**config.mk**
```make
export PLATFORM = sky130hd
export DESIGN_NAME = dma_write_block
export DESIGN_NICKNAME = d
export VERILOG_FILES = /design/src/rtl/dma_write_block.sv
export SDC_FILE = /design/constraint.sdc
export NUM_CORES = 2
export LEC_CHECK = 0
export CAP_MARGIN = 20
export CELL_PAD_IN_SITES_DETAIL_PLACEMENT = 1
export CELL_PAD_IN_SITES_GLOBAL_PLACEMENT = 1
export CORE_MARGIN = 5
export CORE_UTILIZATION = 50
export CTS_CLUSTER_DIAMETER = 30
export DETAILED_ROUTE_END_ITERATION = 10
export PLACE_DENSITY_LB_ADDON = 0.1
export REMOVE_ABC_BUFFERS = 1
export SYNTH_ARGS = -nofsm -noshare
export SYNTH_HDL_FRONTEND = slang
export SYNTH_SLANG_ARGS = --single-unit
```
**constraint.sdc**
```tcl
create_clock -name clk -period 6.5 [get_ports clk]
set_input_delay 1.95 -clock clk [delete_from_list [all_inputs] [get_ports clk]]
set_output_delay 1.95 -clock clk [all_outputs]
set_load 0.05 [all_outputs]
```
**src/rtl/dma_write_block.sv**
```systemverilog
// DMA write engine: queues write commands, splits each into Avalon-MM bursts
// of at most MAX_BURST_BEATS beats and streams 256-bit beats from the DMA
// data FIFO onto the write master. A partial final 32-byte beat gets a
// narrowed byteenable.
module dma_write_block #(
  parameter int MAX_BURST_BEATS = 256,  // 1..2047
  parameter int CMD_FIFO_DEPTH  = 32    // power of 2, >= 2
) (
  input  logic         clk,
  input  logic         reset,
  input  logic         dma_wr_fifo_command_req_i,
  input  logic [15:0]  dma_wr_bytes_to_transfer_i,
  input  logic [31:0]  dma_wr_addr_i,
  output logic         dma_wr_fifo_full_o,
  input  logic [255:0] dma_wr_data_i,
  input  logic         dma_wr_data_empty_i,
  output logic         dma_wr_data_rdreq_o,
  output logic [31:0]  wr_master_addr_o,
  output logic [10:0]  wr_master_bcount_o,
  output logic         wr_master_write_o,
  output logic [255:0] wr_master_data_o,
  output logic [31:0]  wr_master_byteenable_o,
  input  logic         wr_master_wait_req_i,
  output logic         dma_wr_done_o,
  output logic         dma_wr_busy_o
);

  localparam int              PTR_W         = $clog2(CMD_FIFO_DEPTH);
  localparam logic [PTR_W:0]  FIFO_FULL_CNT = (PTR_W + 1)'(CMD_FIFO_DEPTH);
  localparam logic [11:0]     MAX_BEATS     = 12'(MAX_BURST_BEATS);

  typedef enum logic [2:0] {
    IDLE, RD_CMD, LD_CMD, SETUP, BURST, NEXT, DONE
  } state_e;

  typedef struct packed {
    logic [31:0] addr;
    logic [15:0] bytes;
  } cmd_t;

  // Command FIFO
  cmd_t             cmd_mem_q [CMD_FIFO_DEPTH];
  logic [PTR_W-1:0] wr_ptr_q, wr_ptr_d;
  logic [PTR_W-1:0] rd_ptr_q, rd_ptr_d;
  logic [PTR_W:0]   count_q, count_d;
  logic             cmd_push, cmd_pop, fifo_empty, fifo_full;

  // Transfer engine
  state_e       state_q, state_d;
  cmd_t         cmd_q, cmd_d;
  logic [31:0]  cur_addr_q, cur_addr_d;
  logic [11:0]  remaining_q, remaining_d;
  logic [4:0]   tail_q, tail_d;
  logic [11:0]  burst_beats_q, burst_beats_d;
  logic [11:0]  beat_cnt_q, beat_cnt_d;
  logic [31:0]  m_addr_q, m_addr_d;
  logic [10:0]  m_bcount_q, m_bcount_d;

  logic         in_burst, beat_accept, last_beat_of_cmd;
  logic [31:0]  tail_be;

  assign fifo_full  = (count_q == FIFO_FULL_CNT);
  assign fifo_empty = (count_q == '0);
  assign cmd_push   = dma_wr_fifo_command_req_i & ~fifo_full;
  assign cmd_pop    = (state_q == RD_CMD);

  // Command FIFO pointer and occupancy next-state
  // NOTE: every signal assigned in always_comb gets a default first so no latch is inferred.
  always_comb begin
    wr_ptr_d = wr_ptr_q;
    rd_ptr_d = rd_ptr_q;
    count_d  = count_q;
    if (cmd_push) wr_ptr_d = wr_ptr_q + PTR_W'(1);
    if (cmd_pop)  rd_ptr_d = rd_ptr_q + PTR_W'(1);
    case ({cmd_push, cmd_pop})
      2'b10:   count_d = count_q + (PTR_W + 1)'(1);
      2'b01:   count_d = count_q - (PTR_W + 1)'(1);
      default: count_d = count_q;
    endcase
  end

  // Command FIFO storage write
  // NOTE: storage is not reset; occupancy is, and no entry is read unless it was written.
  always_ff @(posedge clk) begin
    if (cmd_push) cmd_mem_q[wr_ptr_q] <= '{addr: dma_wr_addr_i, bytes: dma_wr_bytes_to_transfer_i};
  end

  // Command FIFO pointer registers
  // NOTE: sequential state uses non-blocking assignments so all flops update together.
  always_ff @(posedge clk) begin
    if (reset) begin
      wr_ptr_q <= '0;
      rd_ptr_q <= '0;
      count_q  <= '0;
    end else begin
      wr_ptr_q <= wr_ptr_d;
      rd_ptr_q <= rd_ptr_d;
      count_q  <= count_d;
    end
  end

  // Burst handshake: write follows data availability, a beat moves on write & ~waitrequest
  assign in_burst            = (state_q == BURST);
  assign wr_master_write_o   = in_burst & ~dma_wr_data_empty_i;
  assign beat_accept         = wr_master_write_o & ~wr_master_wait_req_i;
  assign dma_wr_data_rdreq_o = beat_accept;
  assign wr_master_data_o    = in_burst ? dma_wr_data_i : '0;

  // Only the final beat of the final burst carries a partial-beat tail
  assign tail_be          = (32'd1 << tail_q) - 32'd1;
  assign last_beat_of_cmd = (remaining_q == burst_beats_q) &&
                            (beat_cnt_q == burst_beats_q - 12'd1);
  assign wr_master_byteenable_o = !in_burst ? '0 :
                                  (last_beat_of_cmd && (tail_q != '0)) ? tail_be : '1;

  assign wr_master_addr_o   = m_addr_q;
  assign wr_master_bcount_o = m_bcount_q;
  assign dma_wr_fifo_full_o = fifo_full;
  assign dma_wr_done_o      = (state_q == DONE);
  assign dma_wr_busy_o      = (state_q != IDLE);

  // Transfer FSM next-state: command fetch, burst splitting and address stepping
  always_comb begin
    state_d       = state_q;
    cmd_d         = cmd_q;
    cur_addr_d    = cur_addr_q;
    remaining_d   = remaining_q;
    tail_d        = tail_q;
    burst_beats_d = burst_beats_q;
    beat_cnt_d    = beat_cnt_q;
    m_addr_d      = m_addr_q;
    m_bcount_d    = m_bcount_q;
    unique case (state_q)
      IDLE: begin
        if (!fifo_empty) state_d = RD_CMD;
      end
      RD_CMD: begin
        cmd_d   = cmd_mem_q[rd_ptr_q];
        state_d = LD_CMD;
      end
      LD_CMD: begin
        cur_addr_d  = cmd_q.addr;
        remaining_d = {1'b0, cmd_q.bytes[15:5]} + {11'd0, |cmd_q.bytes[4:0]};
        tail_d      = cmd_q.bytes[4:0];
        state_d     = (remaining_d == '0) ? DONE : SETUP;
      end
      SETUP: begin
        burst_beats_d = (remaining_q > MAX_BEATS) ? MAX_BEATS : remaining_q;
        m_addr_d      = cur_addr_q;
        m_bcount_d    = burst_beats_d[10:0];
        beat_cnt_d    = '0;
        state_d       = BURST;
      end
      BURST: begin
        if (beat_accept) begin
          beat_cnt_d = beat_cnt_q + 12'd1;
          if (beat_cnt_q == burst_beats_q - 12'd1) state_d = NEXT;
        end
      end
      NEXT: begin
        cur_addr_d  = cur_addr_q + {15'd0, burst_beats_q, 5'd0};
        remaining_d = remaining_q - burst_beats_q;
        state_d     = (remaining_d == '0) ? DONE : SETUP;
      end
      DONE: begin
        state_d = IDLE;
      end
      default: begin
        state_d = IDLE;
      end
    endcase
  end

  // Transfer FSM registers; reset abandons any burst in flight
  always_ff @(posedge clk) begin
    if (reset) begin
      state_q       <= IDLE;
      cmd_q         <= '0;
      cur_addr_q    <= '0;
      remaining_q   <= '0;
      tail_q        <= '0;
      burst_beats_q <= '0;
      beat_cnt_q    <= '0;
      m_addr_q      <= '0;
      m_bcount_q    <= '0;
    end else begin
      state_q       <= state_d;
      cmd_q         <= cmd_d;
      cur_addr_q    <= cur_addr_d;
      remaining_q   <= remaining_d;
      tail_q        <= tail_d;
      burst_beats_q <= burst_beats_d;
      beat_cnt_q    <= beat_cnt_d;
      m_addr_q      <= m_addr_d;
      m_bcount_q    <= m_bcount_d;
    end
  end

endmodule

```
# Word-level counts from Yosys, hierarchy flattened
# Memory sizes are Yosys's and may differ from the RTL's. A register that Yosys moved wholly into a read port is not among the register bits.
# Index checks and enable logic that the tools add are counted.
# classes
order_cmp	1
muxes	17
n_mul	0
n_reduce_logical	14
div	0
n_addsub	10
n_eq_ne	14
bitwise_logic	6
n_shift	1
# ops
op	n
2-to-1 mux 256 bit	1
2-to-1 mux 32 bit	2
one-hot mux 32 bit (2 select lines)	1
one-hot mux 12 bit (2 select lines)	2
adder 32 x 17 -> 32 bit	1
left shift 1 x 5 -> 32 bit, first input constant	1
subtractor 32 x 1 -> 32 bit, second input constant	1
== test 12 bit	2
logical NOT 12 bit	2
2-to-1 mux 12 bit	2
one-hot mux 3 bit (6 select lines)	1
2-to-1 mux 3 bit	5
adder 11 x 1 -> 12 bit	1
adder 12 x 1 -> 12 bit, second input constant	1
greater-than comparator 12 x 9 -> 1 bit, second input constant	1
one-hot mux 6 bit (2 select lines)	1
subtractor 12 x 1 -> 12 bit, second input constant	1
subtractor 12 bit	1
adder 5 x 1 -> 5 bit, second input constant	2
== test 3 bit, second input constant	3
adder 6 x 1 -> 6 bit, second input constant	1
== test 3 x 2 -> 1 bit, second input constant	2
== test 6 bit, second input constant	1
logical NOT 6 bit	1
17 further kinds	26
# word_totals
elab_cells	75
in_bits	309
latch_bits	0
output_inout_bits	336
rom_bits	0
n_memories	1
reg_bits	135
ram_bits	1536
# mem_list
memory	depth	word_bits	read_ports	rd_clocked_by_memory_dff	write_ports	line	rtl
cmd_mem_q	32	48	1	1	1	42	cmd_t cmd_mem_q [CMD_FIFO_DEPTH];

# Logic depth before layout (Yosys ltp)
# logic_depth
ltp_word	6
mapped_depth	16
ltp_nobuf	15

# Worst setup path before layout
# OpenSTA, ideal clock, no wires.
# synth_timing
path_type	input-to-reg
start	input port dma_wr_fifo_command_req_i
end	memory cmd_mem_q[31][0] in the netlist's numbering, enable pin
n_path_buf	1
path_stages	4
setup_slack_ns	1.393
required_time_ns	6.046
setup_time_ns	0.454
arrival_time_ns	4.653
cell_sequence	nor2b_1 > clkbuf_1 > nand2_1 > nor2_1
# synth_via
elab_chain_cells	3
# synth_rtl
element	line	rtl
from (decl)	11	input logic dma_wr_fifo_command_req_i,
AND 1 bit	64	assign cmd_push = dma_wr_fifo_command_req_i & ~fifo_full;
2-to-1 mux 1 bit	85	if (cmd_push) cmd_mem_q[wr_ptr_q] <= '{addr: dma_wr_addr_i, bytes: dma_wr_bytes_to_transfer_i};
2-to-1 mux 1 bit (implied by the code)	85	
to (decl)	42	
# No other way between the ends.

# Final worst setup path
# layout_timing
start	register state_q[2]
end	output port wr_master_data_o[125]
# layout_via
elab_chain_cells	2
# layout_rtl
element	line	rtl
from (decl)	49	state_e state_q, state_d;
from (signal assigned)	187	state_q <= state_d;
== test 3 bit	103	assign in_burst = (state_q == BURST);
2-to-1 mux 256 bit	107	assign wr_master_data_o = in_burst ? dma_wr_data_i : '0;
to (decl)	21	output logic [255:0] wr_master_data_o,
# No other way between the ends.

==> metrics.md <==
| Metric | Value |
|---|---|
| Largest net degree at the start of global routing | `98` |
| Final ANT Viol Nets | `0` |
| GR Overflow Total | `0` |
| Synth warnings | `0` |
| Post-synthesis cell count | `3728` |
| Compound-cell area share of the yosys netlist | `3.12%` |
| Htree depth | `5` |
| Worst slack, placed | `638 ps` |
| Synth Area in Adders | `0.771%` |
| Seq/Total Area, Yosys | `71.4%` |
| Final Worst Setup Slack | `171 ps` |
| Number of global-route vias before repair | `43990` |
| Layout cells sized above 1 | `25.8%` |
| Mux share of post-synthesis cell area | `16.4%` |
| Via count | `41948` |
| Fin. Hold Viols | `0` |
| Synth unique cells | `82` |
| Clock root cell | `clkbuf_16` |
| DR pass1 iterations | `5` |
| Status | `completed` |
| Worst-Margin Slew | `1200 ps` |
| Top-count cell post-synth | `edfxtp_1` |
| Post-DP HPWL | `137 mm` |
| Worst hold slack | `457 ps` |
| Rows | `136` |
| CP endpoint kind | `output port` |
| Die W | `383 µm` |
| Maximum net fanout on the critical path | `85` |
| Iteration-0 DRC Markers | `4510` |
| Worst setup SP type | `register` |
| # clock sinks | `1708` |
| Area contributors post-synth | `edfxtp_1, mux4_2, dfxtp_1` |
| Crit Path Category | `reg2out` |
| Placed Area | `78400 µm²` |
| RSZ-0062 raised after global routing | `false` |
| Initial antenna violation count | `42` |
| CP required | `4550 ps` |
| Max-cap viol count | `0` |
| Most used DFF post-synth | `edfxtp_1` |
| Crit path DAT | `4380 ps` |
| Largest family of logic cells by synthesized area | `multiplexers` |
| Die Area | `146000 µm²` |
| Final period util | `97.4%` |
| Slew Viols, Final | `0` |
| Mapped Avg Cell Area | `18.6 µm²` |
| Area growth, synth to finish | `30.5%` |
| Core area | `138000 µm²` |
| Total Neg Setup Slack | `0 ps` |
| Initial core utilization | `50.4%` |
| Fillcell total | `11434` |
| Post-synthesis cell area | `69400 µm²` |
| Fin Clk Skew | `97.4 ps` |
| Endpoints failing setup | `0` |
| DRT Wirelength | `241 mm` |
| Hold WC Path Type | `reg2reg` |
| CTS tree | `done` |
| Area share of the largest cell type after synthesis | `66.4%` |
| CTS Buf Count | `355` |
| Final Total Pwr | `36.9 mW` |
| CTS clk-pin slew, worst paths | `40 ps` |
| Met1 Use GR | `41.8%` |
| Cts hold-fix bufs | `0` |
| Post-synthesis register bit count | `1708` |
| Placer Congestion | `0.975` |
| Post-CTS Setup Bufs | `0` |
| DR vias/cell | `6.27` |
| Fin nets | `4951` |
| Clock latency on the worst-skew pair | `930 ps` |
| I/O Pins | `645` |
| I/O Buffers | `644` |
| Grt met3 use | `9.11%` |
| Post-route design area | `90600 µm²` |
| Global-route wire length before repair | `340 mm` |
| XOR/XNOR share of the synthesized area | `0.770%` |
| Slew headroom | `19.7%` |
| Synth area leader | `edfxtp_1` |
| Min cycle time layout | `6330 ps` |
| # DRC | `0` |
| GR peak layer | `met2` |
| Clock buffer depth | `4` |
| GR Util met2 | `54.0%` |
| Drt wl/cell | `36.1 µm` |
| Top cells by count, synth | `edfxtp_1, mux4_2, and2_1` |
| Simple-gate share of the synthesized area | `5.82%` |
| Ys async rst share | `0%` |
| Leak | `29.8 nW` |
| Fmax | `0.158 GHz` |
| GRT Overall Usage | `32.7%` |
| Die Ht | `383 µm` |
| Cell Pwr Density | `407 nW/µm²` |
| VDD IR max | `0.300 mV` |
| Number of enable flip-flop cells after synthesis | `1536` |
-- power by group --
group          switching, mW  internal (mW)
clock network           6.02           11.9
registers              0.349           12.3
logic                   3.51           2.84
total                   9.87           27.0
-- cell usage in the layout (no fill, tap or decap), drive strengths merged, types with 115 or more instances in the layout --
master and instances:
nand2 182, and2 264, a21oi 122, buf 122
edfxtp 1536, dfxtp 172, mux4 480, clkbuf 406
nor2 195, clkdlybuf4s50 604, clkinv 115
-- registers in the layout (all words and copies together), names as in the netlist --
name and flops:
beat_cnt_q 12, burst_beats_q 12, cmd_mem_q 1536, cmd_q 48, count_q 6, cur_addr_q 32
rd_ptr_q 5, remaining_q 12, state_q 3, tail_q 5, wr_master_addr_o 32, wr_ptr_q 5
-- kinds of logic after synthesis --
group,count (synthesis)
XOR/XNOR,61
AND/OR/NAND/NOR,788
AO/OA/AOI/OAI,318
adder cells (fa/ha/maj),41
buffers and inverters,276
flip-flops,1708
multiplexers,536
-- worst max-delay path: stages, from the launching register on --
cell	delay (ps)
dfxtp_1	630
or3b_2	870
inv_8	430
buf_12	320
and2_1	340
clkdlybuf4s50_1	890
-- worst paths after layout --
kind	startpoint	to	slack, ps	depth (start not counted)
setup / recovery	state_q[2]$_SDFFE_PP0P_	wr_master_data_o[125]	170	5
hold reg to reg	wr_master_addr_o[14]$_SDFFE_PP0P_	wr_master_addr_o[14]$_SDFFE_PP0P_	460	2
hold / removal	wr_master_addr_o[14]$_SDFFE_PP0P_	wr_master_addr_o[14]$_SDFFE_PP0P_	460	2
setup reg to reg	count_q[1]$_SDFFE_PP0P_	cmd_mem_q[3][28]$_DFFE_PP_	2220	7
-- metrics by stage --
stage	utilization (%)	std cells
finish	65.8	6694
global route	65.8	6690
CTS	65.5	6663
detailed placement	57.0	6028
global placement	57.0	6028
floorplan	-	3488
-- routing by layer --
layer | vias up | share of wire [%]
met4 | 22 | 3.7
met2 | 2444 | 49
li1 | 16869 | -
met5 | - | 0.059
met1 | 22107 | 37
met3 | 506 | 9.8
-- what timing repair did --
action | in CTS | in global routing
resized for setup | 5 | 23
setup endpoints to repair | 10 | 52
pin swaps | 0 | 0
-- final cells by class --
| type | instances | area (µm²) | share of cell area [%] |
|---|---|---|---|
| Sequential cell | 1708 | 49600 | 54.7 |
| Multi-Input combinational cell | 1744 | 18900 | 20.9 |
| Antenna cell | 21 | 52.6 | 0.0580 |
| Inverter | 36 | 143 | 0.157 |
| Clock inverter | 233 | 2520 | 2.78 |
| Timing Repair Buffer | 756 | 7830 | 8.65 |
| Clock buffer | 402 | 9300 | 10.3 |
| Tap cell | 1794 | 2240 | 2.48 |
Power figures use the tool's default switching activity.
